===== config.mk =====
export PLATFORM = sky130hd
export DESIGN_NAME = id_ex_stage_flat
export DESIGN_NICKNAME = d
export VERILOG_FILES = /design/src/rtl/id_ex_stage_if.sv /design/src/rtl/id_ex_stage.sv /design/src/flat_wrapper.sv
export SDC_FILE = /design/constraint.sdc
export NUM_CORES = 1
export LEC_CHECK = 0
export BUFFER_PORTS_ARGS = -buffer_cell sky130_fd_sc_hd__buf_2
export CAP_MARGIN = 25
export CELL_PAD_IN_SITES_DETAIL_PLACEMENT = 0
export CELL_PAD_IN_SITES_GLOBAL_PLACEMENT = 1
export CORE_AREA = 4 4 158 160
export DETAILED_ROUTE_END_ITERATION = 12
export DIE_AREA = 0 0 162 164
export GPL_TIMING_DRIVEN = 0
export PLACE_DENSITY = 0.7
export SYNTH_ARGS = -nofsm -noshare
export SYNTH_HDL_FRONTEND = slang
export SYNTH_SLANG_ARGS = --single-unit

===== constraint.sdc =====
create_clock -name clk -period 2 [get_ports clk]
set_input_delay 0.5 -clock clk [delete_from_list [all_inputs] [get_ports clk]]
set_output_delay 0.5 -clock clk [all_outputs]
set_load 0.005 [all_outputs]

===== src/rtl/id_ex_stage_if.sv =====
// ---------------------------------------------------------------------------
// id_ex_stage_if
// Decode-to-execute handshake bundle: decode offers one instruction plus its
// register-file read data, the ID/EX stage answers with id_ready.
//   id_valid   decode -> stage   instruction present
//   id_ready   stage  -> decode  instruction accepted this cycle
//   id_instr   decode -> stage   raw 32-bit MIPS instruction
//   id_rs_val  decode -> stage   register-file data for rs
//   id_rt_val  decode -> stage   register-file data for rt
// ---------------------------------------------------------------------------
interface id_ex_stage_if #(
  parameter int DATA_W = 32
);
  logic              id_valid;
  logic              id_ready;
  logic [31:0]       id_instr;
  logic [DATA_W-1:0] id_rs_val;
  logic [DATA_W-1:0] id_rt_val;

  modport master (
    output id_valid, id_instr, id_rs_val, id_rt_val,
    input  id_ready
  );

  modport slave (
    input  id_valid, id_instr, id_rs_val, id_rt_val,
    output id_ready
  );
endinterface


===== src/rtl/id_ex_stage.sv =====
// ---------------------------------------------------------------------------
// id_ex_stage
// ID/EX pipeline register of the pipelined MIPS core. Decodes the incoming
// instruction, picks forwarded operands, detects load-use hazards (stalling
// decode and inserting bubbles) and kills its contents on a taken branch.
//   clk, rst_n          clock, asynchronous active-low reset
//   id_bus (slave)      decode handshake, instruction, register-file data
//   flush               taken branch / jump: load a bubble
//   exm_*               EX/MEM forward source and load indication
//   wb_*                MEM/WB forward source
//   ex_*                registered ALU operands, opcode/func/sa, control
//   stall_cnt           saturating count of stall cycles
// ---------------------------------------------------------------------------
module id_ex_stage #(
  parameter int DATA_W = 32
) (
  input  logic              clk,
  input  logic              rst_n,
  id_ex_stage_if.slave      id_bus,
  input  logic              flush,
  input  logic              exm_wr_en,
  input  logic              exm_mem_read,
  input  logic [4:0]        exm_wr_addr,
  input  logic [DATA_W-1:0] exm_wr_data,
  input  logic              wb_wr_en,
  input  logic [4:0]        wb_wr_addr,
  input  logic [DATA_W-1:0] wb_wr_data,
  output logic              ex_valid,
  output logic [DATA_W-1:0] ex_first_val,
  output logic [DATA_W-1:0] ex_second_val,
  output logic [5:0]        ex_opcode,
  output logic [5:0]        ex_func,
  output logic [4:0]        ex_sa,
  output logic [DATA_W-1:0] ex_store_data,
  output logic [4:0]        ex_dest,
  output logic              ex_reg_write,
  output logic              ex_mem_read,
  output logic              ex_mem_write,
  output logic [15:0]       stall_cnt
);

  localparam logic [5:0] OP_RTYPE = 6'b000000;
  localparam logic [5:0] OP_ADDI  = 6'b001000;
  localparam logic [5:0] OP_ADDIU = 6'b001001;
  localparam logic [5:0] OP_ANDI  = 6'b001100;
  localparam logic [5:0] OP_ORI   = 6'b001101;
  localparam logic [5:0] OP_XORI  = 6'b001110;
  localparam logic [5:0] OP_LW    = 6'b100011;
  localparam logic [5:0] OP_SW    = 6'b101011;
  localparam logic [5:0] OP_BEQ   = 6'b000100;
  localparam logic [5:0] OP_BNE   = 6'b000101;
  localparam logic [5:0] FN_JR    = 6'b001000;

  // Instruction fields
  logic [5:0]  opcode;
  logic [4:0]  rs, rt, rd, sa;
  logic [5:0]  func;
  logic [15:0] imm;

  assign opcode = id_bus.id_instr[31:26];
  assign rs     = id_bus.id_instr[25:21];
  assign rt     = id_bus.id_instr[20:16];
  assign rd     = id_bus.id_instr[15:11];
  assign sa     = id_bus.id_instr[10:6];
  assign func   = id_bus.id_instr[5:0];
  assign imm    = id_bus.id_instr[15:0];

  // Registered state
  logic              ex_valid_q,      ex_valid_d;
  logic [DATA_W-1:0] ex_first_val_q,  ex_first_val_d;
  logic [DATA_W-1:0] ex_second_val_q, ex_second_val_d;
  logic [5:0]        ex_opcode_q,     ex_opcode_d;
  logic [5:0]        ex_func_q,       ex_func_d;
  logic [4:0]        ex_sa_q,         ex_sa_d;
  logic [DATA_W-1:0] ex_store_data_q, ex_store_data_d;
  logic [4:0]        ex_dest_q,       ex_dest_d;
  logic              ex_reg_write_q,  ex_reg_write_d;
  logic              ex_mem_read_q,   ex_mem_read_d;
  logic              ex_mem_write_q,  ex_mem_write_d;
  logic [15:0]       stall_cnt_q,     stall_cnt_d;

  // Source usage: index 0 = rs, index 1 = rt
  logic              is_jump;
  logic              src_used [2];
  logic [4:0]        src_addr [2];
  logic [DATA_W-1:0] src_rf   [2];
  logic [DATA_W-1:0] src_val  [2];
  logic [1:0]        src_haz;
  logic              stall;

  assign is_jump     = (opcode[5:1] == 5'b00001);
  assign src_used[0] = !is_jump;
  assign src_used[1] = (opcode == OP_RTYPE) || (opcode == OP_BEQ) ||
                       (opcode == OP_BNE)   || (opcode == OP_SW);
  assign src_addr[0] = rs;
  assign src_addr[1] = rt;
  assign src_rf[0]   = id_bus.id_rs_val;
  assign src_rf[1]   = id_bus.id_rt_val;

  generate
    for (genvar gi = 0; gi < 2; gi++) begin : g_src
      // Priority forwarding mux; $0 is hard-wired so writes to it never forward.
      always_comb begin
        src_val[gi] = src_rf[gi];
        if (src_addr[gi] == 5'd0)
          src_val[gi] = '0;
        else if (exm_wr_en && (exm_wr_addr == src_addr[gi]))
          src_val[gi] = exm_wr_data;
        else if (wb_wr_en && (wb_wr_addr == src_addr[gi]))
          src_val[gi] = wb_wr_data;
      end

      // A load in EX (distance 1) or in EX/MEM (distance 2) whose data is not
      // yet available to the forwarding muxes.
      assign src_haz[gi] = src_used[gi] && (src_addr[gi] != 5'd0) &&
                           ((ex_valid_q && ex_mem_read_q && (ex_dest_q == src_addr[gi])) ||
                            (exm_mem_read && exm_wr_en && (exm_wr_addr == src_addr[gi])));
    end
  endgenerate

  assign stall           = id_bus.id_valid && !flush && (|src_haz);
  assign id_bus.id_ready = !stall;

  // Decode of the presented instruction
  logic              dec_known;
  logic [DATA_W-1:0] dec_first, dec_second, dec_store;
  logic [5:0]        dec_func;
  logic [4:0]        dec_sa, dec_dest;
  logic              dec_rw, dec_mr, dec_mw;

  always_comb begin
    dec_known  = 1'b1;
    dec_first  = src_val[0];
    dec_second = '0;
    dec_store  = '0;
    dec_func   = '0;
    dec_sa     = '0;
    dec_dest   = '0;
    dec_rw     = 1'b0;
    dec_mr     = 1'b0;
    dec_mw     = 1'b0;
    case (opcode)
      OP_RTYPE: begin
        dec_second = src_val[1];
        dec_func   = func;
        dec_sa     = sa;
        dec_dest   = rd;
        dec_rw     = (rd != 5'd0) && (func != FN_JR);
      end
      OP_ADDI, OP_ADDIU: begin
        dec_second = {{(DATA_W-16){imm[15]}}, imm};
        dec_dest   = rt;
        dec_rw     = (rt != 5'd0);
      end
      OP_ANDI, OP_ORI, OP_XORI: begin
        dec_second = {{(DATA_W-16){1'b0}}, imm};
        dec_dest   = rt;
        dec_rw     = (rt != 5'd0);
      end
      OP_LW: begin
        dec_second = {{(DATA_W-16){imm[15]}}, imm};
        dec_dest   = rt;
        dec_mr     = 1'b1;
        dec_rw     = (rt != 5'd0);
      end
      OP_SW: begin
        dec_second = {{(DATA_W-16){imm[15]}}, imm};
        dec_store  = src_val[1];
        dec_mw     = 1'b1;
      end
      OP_BEQ, OP_BNE: begin
        dec_second = src_val[1];
      end
      default: begin
        // Jumps carry zero operands; unknown opcodes travel as a valid bubble.
        dec_first = '0;
        dec_known = is_jump;
      end
    endcase
  end

  // Next-state selection: flush beats stall beats capture
  always_comb begin
    ex_valid_d      = 1'b0;
    ex_first_val_d  = '0;
    ex_second_val_d = '0;
    ex_opcode_d     = '0;
    ex_func_d       = '0;
    ex_sa_d         = '0;
    ex_store_data_d = '0;
    ex_dest_d       = '0;
    ex_reg_write_d  = 1'b0;
    ex_mem_read_d   = 1'b0;
    ex_mem_write_d  = 1'b0;
    stall_cnt_d     = stall_cnt_q;
    if (stall) begin
      if (stall_cnt_q != 16'hFFFF)
        stall_cnt_d = stall_cnt_q + 16'd1;
    end else if (id_bus.id_valid && !flush) begin
      ex_valid_d = 1'b1;
      if (dec_known) begin
        ex_first_val_d  = dec_first;
        ex_second_val_d = dec_second;
        ex_opcode_d     = opcode;
        ex_func_d       = dec_func;
        ex_sa_d         = dec_sa;
        ex_store_data_d = dec_store;
        ex_dest_d       = dec_dest;
        ex_reg_write_d  = dec_rw;
        ex_mem_read_d   = dec_mr;
        ex_mem_write_d  = dec_mw;
      end
    end
  end

  always_ff @(posedge clk or negedge rst_n) begin
    if (!rst_n) begin
      ex_valid_q      <= 1'b0;
      ex_first_val_q  <= '0;
      ex_second_val_q <= '0;
      ex_opcode_q     <= '0;
      ex_func_q       <= '0;
      ex_sa_q         <= '0;
      ex_store_data_q <= '0;
      ex_dest_q       <= '0;
      ex_reg_write_q  <= 1'b0;
      ex_mem_read_q   <= 1'b0;
      ex_mem_write_q  <= 1'b0;
      stall_cnt_q     <= '0;
    end else begin
      ex_valid_q      <= ex_valid_d;
      ex_first_val_q  <= ex_first_val_d;
      ex_second_val_q <= ex_second_val_d;
      ex_opcode_q     <= ex_opcode_d;
      ex_func_q       <= ex_func_d;
      ex_sa_q         <= ex_sa_d;
      ex_store_data_q <= ex_store_data_d;
      ex_dest_q       <= ex_dest_d;
      ex_reg_write_q  <= ex_reg_write_d;
      ex_mem_read_q   <= ex_mem_read_d;
      ex_mem_write_q  <= ex_mem_write_d;
      stall_cnt_q     <= stall_cnt_d;
    end
  end

  assign ex_valid      = ex_valid_q;
  assign ex_first_val  = ex_first_val_q;
  assign ex_second_val = ex_second_val_q;
  assign ex_opcode     = ex_opcode_q;
  assign ex_func       = ex_func_q;
  assign ex_sa         = ex_sa_q;
  assign ex_store_data = ex_store_data_q;
  assign ex_dest       = ex_dest_q;
  assign ex_reg_write  = ex_reg_write_q;
  assign ex_mem_read   = ex_mem_read_q;
  assign ex_mem_write  = ex_mem_write_q;
  assign stall_cnt     = stall_cnt_q;

endmodule


===== src/flat_wrapper.sv =====
// flat-port wrapper written by rule: the top's interface ports become plain ports
module id_ex_stage_flat 
#(
  parameter int DATA_W = 32
)
  (clk, rst_n, flush, exm_wr_en, exm_mem_read, exm_wr_addr, exm_wr_data, wb_wr_en, wb_wr_addr, wb_wr_data, ex_valid, ex_first_val, ex_second_val, ex_opcode, ex_func, ex_sa, ex_store_data, ex_dest, ex_reg_write, ex_mem_read, ex_mem_write, stall_cnt, id_bus_id_valid, id_bus_id_instr, id_bus_id_rs_val, id_bus_id_rt_val, id_bus_id_ready);
  id_ex_stage_if #(.DATA_W(DATA_W)) id_bus_i ();
  input  logic clk;
  input  logic rst_n;
  input  logic flush;
  input  logic exm_wr_en;
  input  logic exm_mem_read;
  input  logic [4:0] exm_wr_addr;
  input  logic [DATA_W-1:0] exm_wr_data;
  input  logic wb_wr_en;
  input  logic [4:0] wb_wr_addr;
  input  logic [DATA_W-1:0] wb_wr_data;
  output logic ex_valid;
  output logic [DATA_W-1:0] ex_first_val;
  output logic [DATA_W-1:0] ex_second_val;
  output logic [5:0] ex_opcode;
  output logic [5:0] ex_func;
  output logic [4:0] ex_sa;
  output logic [DATA_W-1:0] ex_store_data;
  output logic [4:0] ex_dest;
  output logic ex_reg_write;
  output logic ex_mem_read;
  output logic ex_mem_write;
  output logic [15:0] stall_cnt;
  input wire logic [$bits(id_bus_i.id_valid)-1:0] id_bus_id_valid;
  input wire logic [$bits(id_bus_i.id_instr)-1:0] id_bus_id_instr;
  input wire logic [$bits(id_bus_i.id_rs_val)-1:0] id_bus_id_rs_val;
  input wire logic [$bits(id_bus_i.id_rt_val)-1:0] id_bus_id_rt_val;
  output wire logic [$bits(id_bus_i.id_ready)-1:0] id_bus_id_ready;
  assign id_bus_i.id_valid = id_bus_id_valid;
  assign id_bus_i.id_instr = id_bus_id_instr;
  assign id_bus_i.id_rs_val = id_bus_id_rs_val;
  assign id_bus_i.id_rt_val = id_bus_id_rt_val;
  assign id_bus_id_ready = id_bus_i.id_ready;
  id_ex_stage #(.DATA_W(DATA_W)) u_core (.clk(clk), .rst_n(rst_n), .id_bus(id_bus_i), .flush(flush), .exm_wr_en(exm_wr_en), .exm_mem_read(exm_mem_read), .exm_wr_addr(exm_wr_addr), .exm_wr_data(exm_wr_data), .wb_wr_en(wb_wr_en), .wb_wr_addr(wb_wr_addr), .wb_wr_data(wb_wr_data), .ex_valid(ex_valid), .ex_first_val(ex_first_val), .ex_second_val(ex_second_val), .ex_opcode(ex_opcode), .ex_func(ex_func), .ex_sa(ex_sa), .ex_store_data(ex_store_data), .ex_dest(ex_dest), .ex_reg_write(ex_reg_write), .ex_mem_read(ex_mem_read), .ex_mem_write(ex_mem_write), .stall_cnt(stall_cnt));
endmodule

Word-level counts from Yosys, hierarchy flattened
Cells that the tools add are included.
{"block": "classes", "addsub": 1, "n_eq_ne": 18, "muxes": 48, "n_reduce_logical": 38}
{"operator": "32-bit two-way mux", "count": 17}
{"operator": "32-bit one-hot mux with 3 select lines", "count": 1}
{"operator": "6-bit two-way mux", "count": 7}
{"operator": "5-bit two-way mux", "count": 7}
{"operator": "5-bit equality test", "count": 6}
{"operator": "6-bit by 4-bit equality test with 1-bit output (second input constant)", "count": 5}
{"operator": "1-bit logical AND", "count": 17}
{"operator": "16-bit by 1-bit adder with 16-bit output (second input constant)", "count": 1}
{"operator": "16-bit inequality test (second input constant)", "count": 1}
{"operator": "5-bit nonzero test", "count": 3}
{"operator": "1-bit two-way mux", "count": 14}
{"operator": "6-bit by 3-bit equality test with 1-bit output (second input constant)", "count": 2}
{"operator": "6-bit equality test (second input constant)", "count": 2}
{"operator": "5-bit zero test", "count": 2}
{"operator": "5-bit one-hot mux with 2 select lines", "count": 1}
{"operator": "10-bit OR reduction", "count": 1}
{"operator": "6-bit zero test", "count": 1}
{"operator": "6-bit by 4-bit inequality test with 1-bit output (second input constant)", "count": 1}
{"operator": "3-bit OR reduction", "count": 2}
{"operator": "6-bit OR reduction", "count": 1}
{"operator": "5-bit by 1-bit equality test with 1-bit output (second input constant)", "count": 1}
{"operator": "1-bit logical OR", "count": 5}
{"operator": "4-bit OR reduction", "count": 1}
{"operator": "1-bit zero test", "count": 3}
{"operator": "other kinds (3)", "count": 3}
{"block": "word_totals", "reg_bits": 138, "input_bits": 177, "output_inout_bits": 139, "elab_cells": 117}

Depth between registers and ports, before layout
Gate-level depths: netlist (run 1).
{"block": "depth", "word_depth": 9, "depth_mapped": 12, "ltp_nobuf": 8}

Least setup slack after synthesis (run 1)
Ideal clock, no wire load.
{"block": "synth_timing", "path_kind": "in2reg", "from": "in id_bus_id_instr[16]", "to": "reg u_core.ex_store_data_q[21], in the netlist u_core.ex_store_data[21]", "arrival_ps": 2452, "t_required_ps": 1930, "path_slack_ps": -522, "stages": 10, "path_cell_list": "buf_6 -> or4_4 -> nor2_2 -> a21oi_1 -> o21a_1 -> or3_1 -> or3_1 -> buf_4 -> buf_8 -> nor2_4"}
{"block": "synth_between", "elab_chain_cells": 9, "word_cells_on_any_way": 21, "cone_classes": "eq/ne: 3; mux: 7; reduce/logical: 11"}
{"item": "start, declared", "line_no": "flat_wrapper.sv:31", "text": "input wire logic [$bits(id_bus_i.id_instr)-1:0] id_bus_id_instr;"}
{"item": "5-bit equality test", "line_no": "id_ex_stage.sv:109", "text": "else if (wb_wr_en && (wb_wr_addr == src_addr[gi]))"}
{"item": "1-bit logical AND", "line_no": "id_ex_stage.sv:109"}
{"item": "32-bit two-way mux", "line_no": "id_ex_stage.sv:109"}
{"item": "32-bit two-way mux", "line_no": "id_ex_stage.sv:107", "text": "else if (exm_wr_en && (exm_wr_addr == src_addr[gi]))"}
{"item": "32-bit two-way mux", "line_no": "id_ex_stage.sv:105", "text": "if (src_addr[gi] == 5'd0)"}
{"item": "32-bit two-way mux", "line_no": "id_ex_stage.sv:142", "text": "case (opcode)"}
{"item": "32-bit two-way mux", "line_no": "id_ex_stage.sv:201", "text": "if (dec_known) begin"}
{"item": "32-bit two-way mux", "line_no": "id_ex_stage.sv:199", "text": "end else if (id_bus.id_valid && !flush) begin"}
{"item": "32-bit two-way mux *", "line_no": "id_ex_stage.sv:196", "text": "if (stall) begin"}
{"item": "named net u_core.ex_store_data_d[21]", "line_no": "id_ex_stage.sv:75", "text": "logic [DATA_W-1:0] ex_store_data_q, ex_store_data_d;"}
{"item": "end signal, assigned", "line_no": "id_ex_stage.sv:237", "text": "ex_store_data_q <= ex_store_data_d;"}
{"item": "end, declared", "line_no": "id_ex_stage.sv:75"}
The timed path passes the listed nets; every way through them passes the cells marked *.
A chain may end at the register's enable or synchronous reset.

Final worst setup path (run 1)
{"block": "layout_timing", "from": "in id_bus_id_instr[17]", "to": "reg u_core.ex_store_data_q[20], in the netlist u_core.ex_store_data[20]"}
Same word-level chain as after synthesis.

==> reports/qor.yml, run 1 <==
clock_path_buffers: 2
max-slew-margin-rel: 0.433
cts_buffers: 17
fill_cells: 2324
synth_ff_type: "dfrtp_1"
ioPinCount: 316
cts_tree: "built"
crit_path_max_incr_delay_ps: 550
cp_max_fo: 10
synth-async-reset-ratio: 1.00
yosysTopAreaCellShare: 0.495
drv_slew: 0
path_buf_inv: 3
peakVddDrop_v: 0.000453
hold_class: "input pin to asynchronous set/reset pin"
cellPowerDensity_nw_per_um2: 640
skew_ps: 9.47
rows: 56
cp_cell_sequence: "buf_12 > or4_4 > nor2_4 > a21oi_2 > o21a_1 > or3_4 > buf_6 > or3_4 > buf_12 > nor2_1"
grt_max_degree: 96
ys_ff_latch: 138
drt_iter0_drc: 444
p_leak_uw: 0.00521
pre_cts_ws_ps: -974
grt-busiest-layer: "met2"
status: "complete, but fails checks"
met2_usage: 0.330
post-route-period-util: 1.19
synthTopCellsByArea: "dfrtp_1, mux2i_1, a211oi_2, o211ai_1, nand2_1"
ys_seq_area_frac: 0.495
ys_top_cells_by_count: "dfrtp_1, nand2_1, mux2i_1, nor2_1, o21ai_0"
num_vias: 6466
cts_max_level: 4
coreArea_um2: 23400
syn-cell-area_um2: 6980
ant_nets: 0
fmax_ghz: 0.419
synth_edf_count: 0
yosys_warnings: 0
antenna_found_initial: 5
rsz0062_at_grt: "yes"
yosys.cell_count.top_type: "dfrtp_1"
numPortBuffers: 311
hold_viol: 0
die_w_um: 162
wire_per_inst_um: 20.0
place_congestion: 0.873
multiInputGateArea_um2: 3760
yosys.cell_types.count: 45
clk_latency_ps: 420
final_nets: 1216
critPathLaunchType: "input pin"
die_h_um: 164
clkTransAtPathRegs_ps: 60
hpwlAfterDp_mm: 21.0
vias_per_cell: 4.71
required_ps: 2340
syn_avg_cell_area_um2: 10.4
grt_pass1_wl_mm: 40.1
grt_pass1_vias: 6759
clock_sinks: 138
cp_data_arrival_time_ps: 2730
holdWs_ps: 0.656
met1_usage: 0.256
design.die.area_um2: 26600
areaGrowthSynthToFinish_pct: 54.0
seqCellArea_um2: 3450
yosys.area.top_type: "dfrtp_1"
cts_root_buffer: "clkbuf_16"
violations: "negative setup slack"
fin_crit_ps: 2390
dr.pass1.iters: 4
synth_cells: 670
syn_nets: 848
grt-ovfl-total: 0
met3_usage: 0.0464
setup_viol_count_final: 133
grt_usage: 0.198
setup.worst_path.end_class: "flip-flop"
drc: 0
cpLargestDelayFamily: "simple AND/OR/NAND/NOR gates"
drt_wl_total_mm: 27.4
start_util: 0.298
cp_slowest_cell: "or4_4"
crit_type: "input pin to flip-flop"
cap_violations: 0
fin_ws_ps: -389
drive_gt1_frac: 0.520
tightest_slew_ps: 850
cts_hold_buf: 0
[final cells by class]
class / instances / share of cell area
multi-input combinational: 478 / 0.349
sequential: 138 / 0.321
timing repair buffer: 354 / 0.200
clock buffer: 20 / 0.0416
tap: 319 / 0.0371
buffer: 42 / 0.0339
clock inverter: 12 / 0.0130
inverter: 7 / 0.00291
antenna: 3 / 0.000698
[where the power goes]
part	internal [uW]	switching [uW]	total, uW
Sequential	2820	14.0	2830
Clock	1890	1300	3190
Combinational	377	480	857
Total	5080	1790	6880
[cells by family after synthesis]
| group | synth area share |
|---|---|
| flops | 0.495 |
| buf+inv | 0.0391 |
| simple gates | 0.152 |
| compound gates | 0.162 |
| xor+xnor | 0.0565 |
| fa+ha+maj | 0.00179 |
| mux | 0.0934 |
| other cells | 0.000537 |
[flip-flops by register name, indices dropped and copies added, names as in the netlist]
register and count:
u_core.ex_opcode 6, u_core.ex_store_data 32, u_core.ex_second_val 32, u_core.ex_mem_read 1, u_core.ex_func 6, u_core.ex_mem_write 1
u_core.stall_cnt 16, u_core.ex_sa 5, u_core.ex_first_val 32, u_core.ex_dest 5, u_core.ex_reg_write 1, u_core.ex_valid 1
[final timing paths]
check / startpoint / end / slack (ps) / cells after the start
setup / recovery: id_bus_id_instr[17] / u_core.ex_store_data[20] / -390 / 10
hold / removal: rst_n / u_core.ex_first_val[8] / 0.7 / 1
setup reg to reg: u_core.ex_dest[1] / u_core.ex_store_data[20] / -350 / 9
hold reg to reg: u_core.stall_cnt[15] / u_core.stall_cnt[15] / 490 / 1
max in group asynchronous: rst_n / u_core.ex_opcode[2] / 1170 / 2
min in group clk: id_bus_id_instr[6] / u_core.ex_sa[0] / 330 / 2
[placed cells by master (no fill, tap or decap), types with 5 or more instances in the layout]
cell type	Yosys	final
buf_12	0	9
dfrtp_1	138	138
buf_6	5	11
a21oi_2	9	35
o21ai_0	35	33
clkbuf_1	28	20
buf_4	4	21
a22oi_1	5	5
mux2i_1	64	59
and3_1	15	12
inv_1	6	6
nor2_1	63	45
nand4_1	5	5
a211oi_2	30	28
clkbuf_16	0	22
nor2_2	10	13
nor3_2	0	9
nor2_4	10	25
o211ai_1	34	34
nor3_1	17	6
xor2_1	22	22
buf_8	1	10
xnor2_1	23	21
nand3_1	7	7
buf_2	5	308
nand2_1	66	66
a21oi_1	31	5
[stage by stage]
| stage | util | cells | area, um2 | TNS (ps) | total power, uW |
|---|---|---|---|---|---|
| after global routing | 0.459 | 1372 | 10700 | -37260 | 7150 |
| after floorplan | - | 670 | 7050 | -38030 | 3180 |
| final | 0.459 | 1373 | 10700 | -30580 | 6880 |
| after global placement | 0.385 | 1300 | 9010 | -329110 | 3590 |
| after CTS | 0.435 | 1351 | 10200 | -32100 | 6900 |
| after detailed placement | 0.386 | 1301 | 9040 | -101590 | 3600 |
[repair_timing]
| action | in CTS | in global routing |
|---|---|---|
| gates resized for setup | 80 | 99 |
| gates cloned | 5 | 5 |
| pin swaps | 13 | 27 |
| setup buffers | 13 | 21 |
| endpoints found under the setup margin | 128 | 138 |
[metal layers]
metal,up-vias,part of all wire
li1,3099,-
met1,3088,0.43
met2,236,0.49
met3,39,0.061
met4,4,0.023
met5,-,0.00051
Note: power is estimated with default switching activity, not from simulation.
==> run 2, diff against run 1 <==
- CORE_AREA: 4 4 158 160 -> 4 4 153 155
- DIE_AREA: 0 0 162 164 -> 0 0 157 159
- PLACE_DENSITY: 0.7 -> 0.84
==> run 2 against run 1 <==
  * The flow still finishes with violations (negative setup slack)
  * Combinational power grew 2%
  * Die area shrank 6.0%
  * Largest cell class unchanged
  * Count of clock-buffer cells in the layout shrank 2
  * Power shrank 1.3%
  * Critical path type unchanged
  * Final area shrank 0.48%
==> reports/qor.yml, run 2 (same netlist as run 1, synthesis figures left out) <==
status: "complete, but fails checks"
violations: "negative setup slack"
ff2ff_setup_slack_ps: -280
die_w_um: 157
rows: 54
areaGrowthSynthToFinish_pct: 53.3
reg2regPathDepth: 9
setup_viol_count_final: 130
cts_max_level: 4
clkTransAtPathRegs_ps: 70
cellPowerDensity_nw_per_um2: 634
drc: 0
min_to: "u_core.ex_sa[4]"
final_common_cell: "buf_2"
hold_class: "input pin to flip-flop"
rr_startpoint: "u_core.ex_dest[4]"
design.die.area_um2: 25000
peakVddDrop_v: 0.000490
tightest_slew_ps: 820
required_ps: 2340
grt-ovfl-total: 0
rsz0062_at_grt: "yes"
drt_wl_total_mm: 27.1
drv_slew: 0
clock_sinks: 138
grt_max_degree: 97
post-route-period-util: 1.17
holdWs_ps: 344
pre_cts_ws_ps: -1010
p_leak_uw: 0.00516
drt_iter0_drc: 253
die_h_um: 159
cp_max_fo: 8
hold_viol: 0
layout_common_cells: "buf_2, dfrtp_1, nand2_1, mux2i_1, nor2_1"
wire_per_inst_um: 20.4
numPortBuffers: 311
cts_buffers: 17
fmax_ghz: 0.429
drive_gt1_frac: 0.510
fill_cells: 2059
hpwlAfterDp_mm: 20.4
hold_start: "id_bus_id_instr[10]"
cp_data_arrival_time_ps: 2670
critPathLaunchType: "input pin"
place_congestion: 0.887
fin_crit_ps: 2330
vias_per_cell: 4.91
grt_usage: 0.213
skew_ps: 6.38
coreArea_um2: 21800
fin_ws_ps: -330
r2r_end: "u_core.ex_store_data[16]"
cts_root_buffer: "clkbuf_16"
crit_type: "input pin to flip-flop"
clk_latency_ps: 410
ant_nets: 0
holdPathStages: 2
cap_violations: 0
dr.pass1.iters: 5
setup.worst_path.end_class: "flip-flop"
antenna_found_initial: 3
grt_pass1_wl_mm: 40.9
clock_path_buffers: 2
design_power_total_uw: 6790
grt_pass1_vias: 7064
start_util: 0.320
cts_tree: "built"
ioPinCount: 316
max-slew-margin-rel: 0.453
fin_util: 0.490
final_nets: 1213
num_vias: 6530
run 2: cell count changes in the layout (fill, tap and decap cells not counted), moves of 5 or more:
cell and delta:
buf_4 -14, buf_16 +6, nor2_4 +5, inv_6 +5, nor3_1 +5, nor3_2 -5, nor2_2 -5
run 2: area by class of cell:
cell class                      count  area (um2)  area share
Antenna cell                        2        5.00    0.000468
Buffer                             41         345      0.0323
Clock buffer                       18         429      0.0401
Clock inverter                     14         138      0.0129
Inverter                            7        31.3     0.00292
Multi-Input combinational cell    478        3690       0.345
Sequential cell                   138        3450       0.323
Tap cell                          280         350      0.0327
Timing Repair Buffer              352        2260       0.211
run 2: worst max path at each step:
stage,from,endpoint,slack (ps),depth (start not counted)
floorplan,id_bus_id_instr[16],u_core.ex_store_data[21],-430,10
global placement,rst_n,u_core.ex_first_val[23],-1610,1
detailed placement,id_bus_id_instr[23],u_core.ex_first_val[3],-1010,8
CTS,id_bus_id_instr[20],u_core.ex_store_data[13],-290,9
global route,id_bus_id_instr[20],u_core.stall_cnt[1],-400,8
finish,id_bus_id_instr[20],u_core.ex_store_data[16],-330,10
run 2: layer usage:
metal / GRT usage / up-vias / share of wire / routed length [um]
li1: - / 3091 / - / -
met4: 0.0686 / 2 / 0.020 / 544
met3: 0.0440 / 34 / 0.055 / 1490
met1: 0.270 / 3183 / 0.42 / 11400
met5: 0 / - / 0.00044 / 12
met2: 0.364 / 220 / 0.50 / 13700
run 2: critical path, stage by stage:
cell and delay, ps:
buf_8 100, or4_4 550, nor2_4 120, a21oi_2 40, o21a_1 150, or3_4 360
or3_4 460, buf_12 170, buf_16 140, nor2_4 80
run 2: where the power goes:
group / switching, uW / leakage, uW / total [uW] / internal (uW)
clock network: 1330 / 0.000272 / 3080 / 1750
logic: 493 / 0.00298 / 872 / 379
registers: 13.7 / 0.00191 / 2830 / 2820
total: 1840 / 0.00516 / 6790 / 4950
run 2: what timing repair did:
action / in CTS / in global routing
pin swaps: 24 / 5
setup buffers: 20 / 9
hold buffers: 1 / 0
resized for setup: 134 / 52
hold endpoints to repair: 3 / 0
cloned: 12 / 0
setup endpoints to repair: 129 / 137
run 2: per-stage QoR:
stage / setup TNS [ps] / cell area (um2) / cells
floorplan: -38030 / 7050 / 670
global placement: -319750 / 8960 / 1261
detailed placement: -100240 / 8990 / 1262
CTS: -19940 / 10600 / 1325
global route: -30670 / 10700 / 1330
finish: -23290 / 10700 / 1330
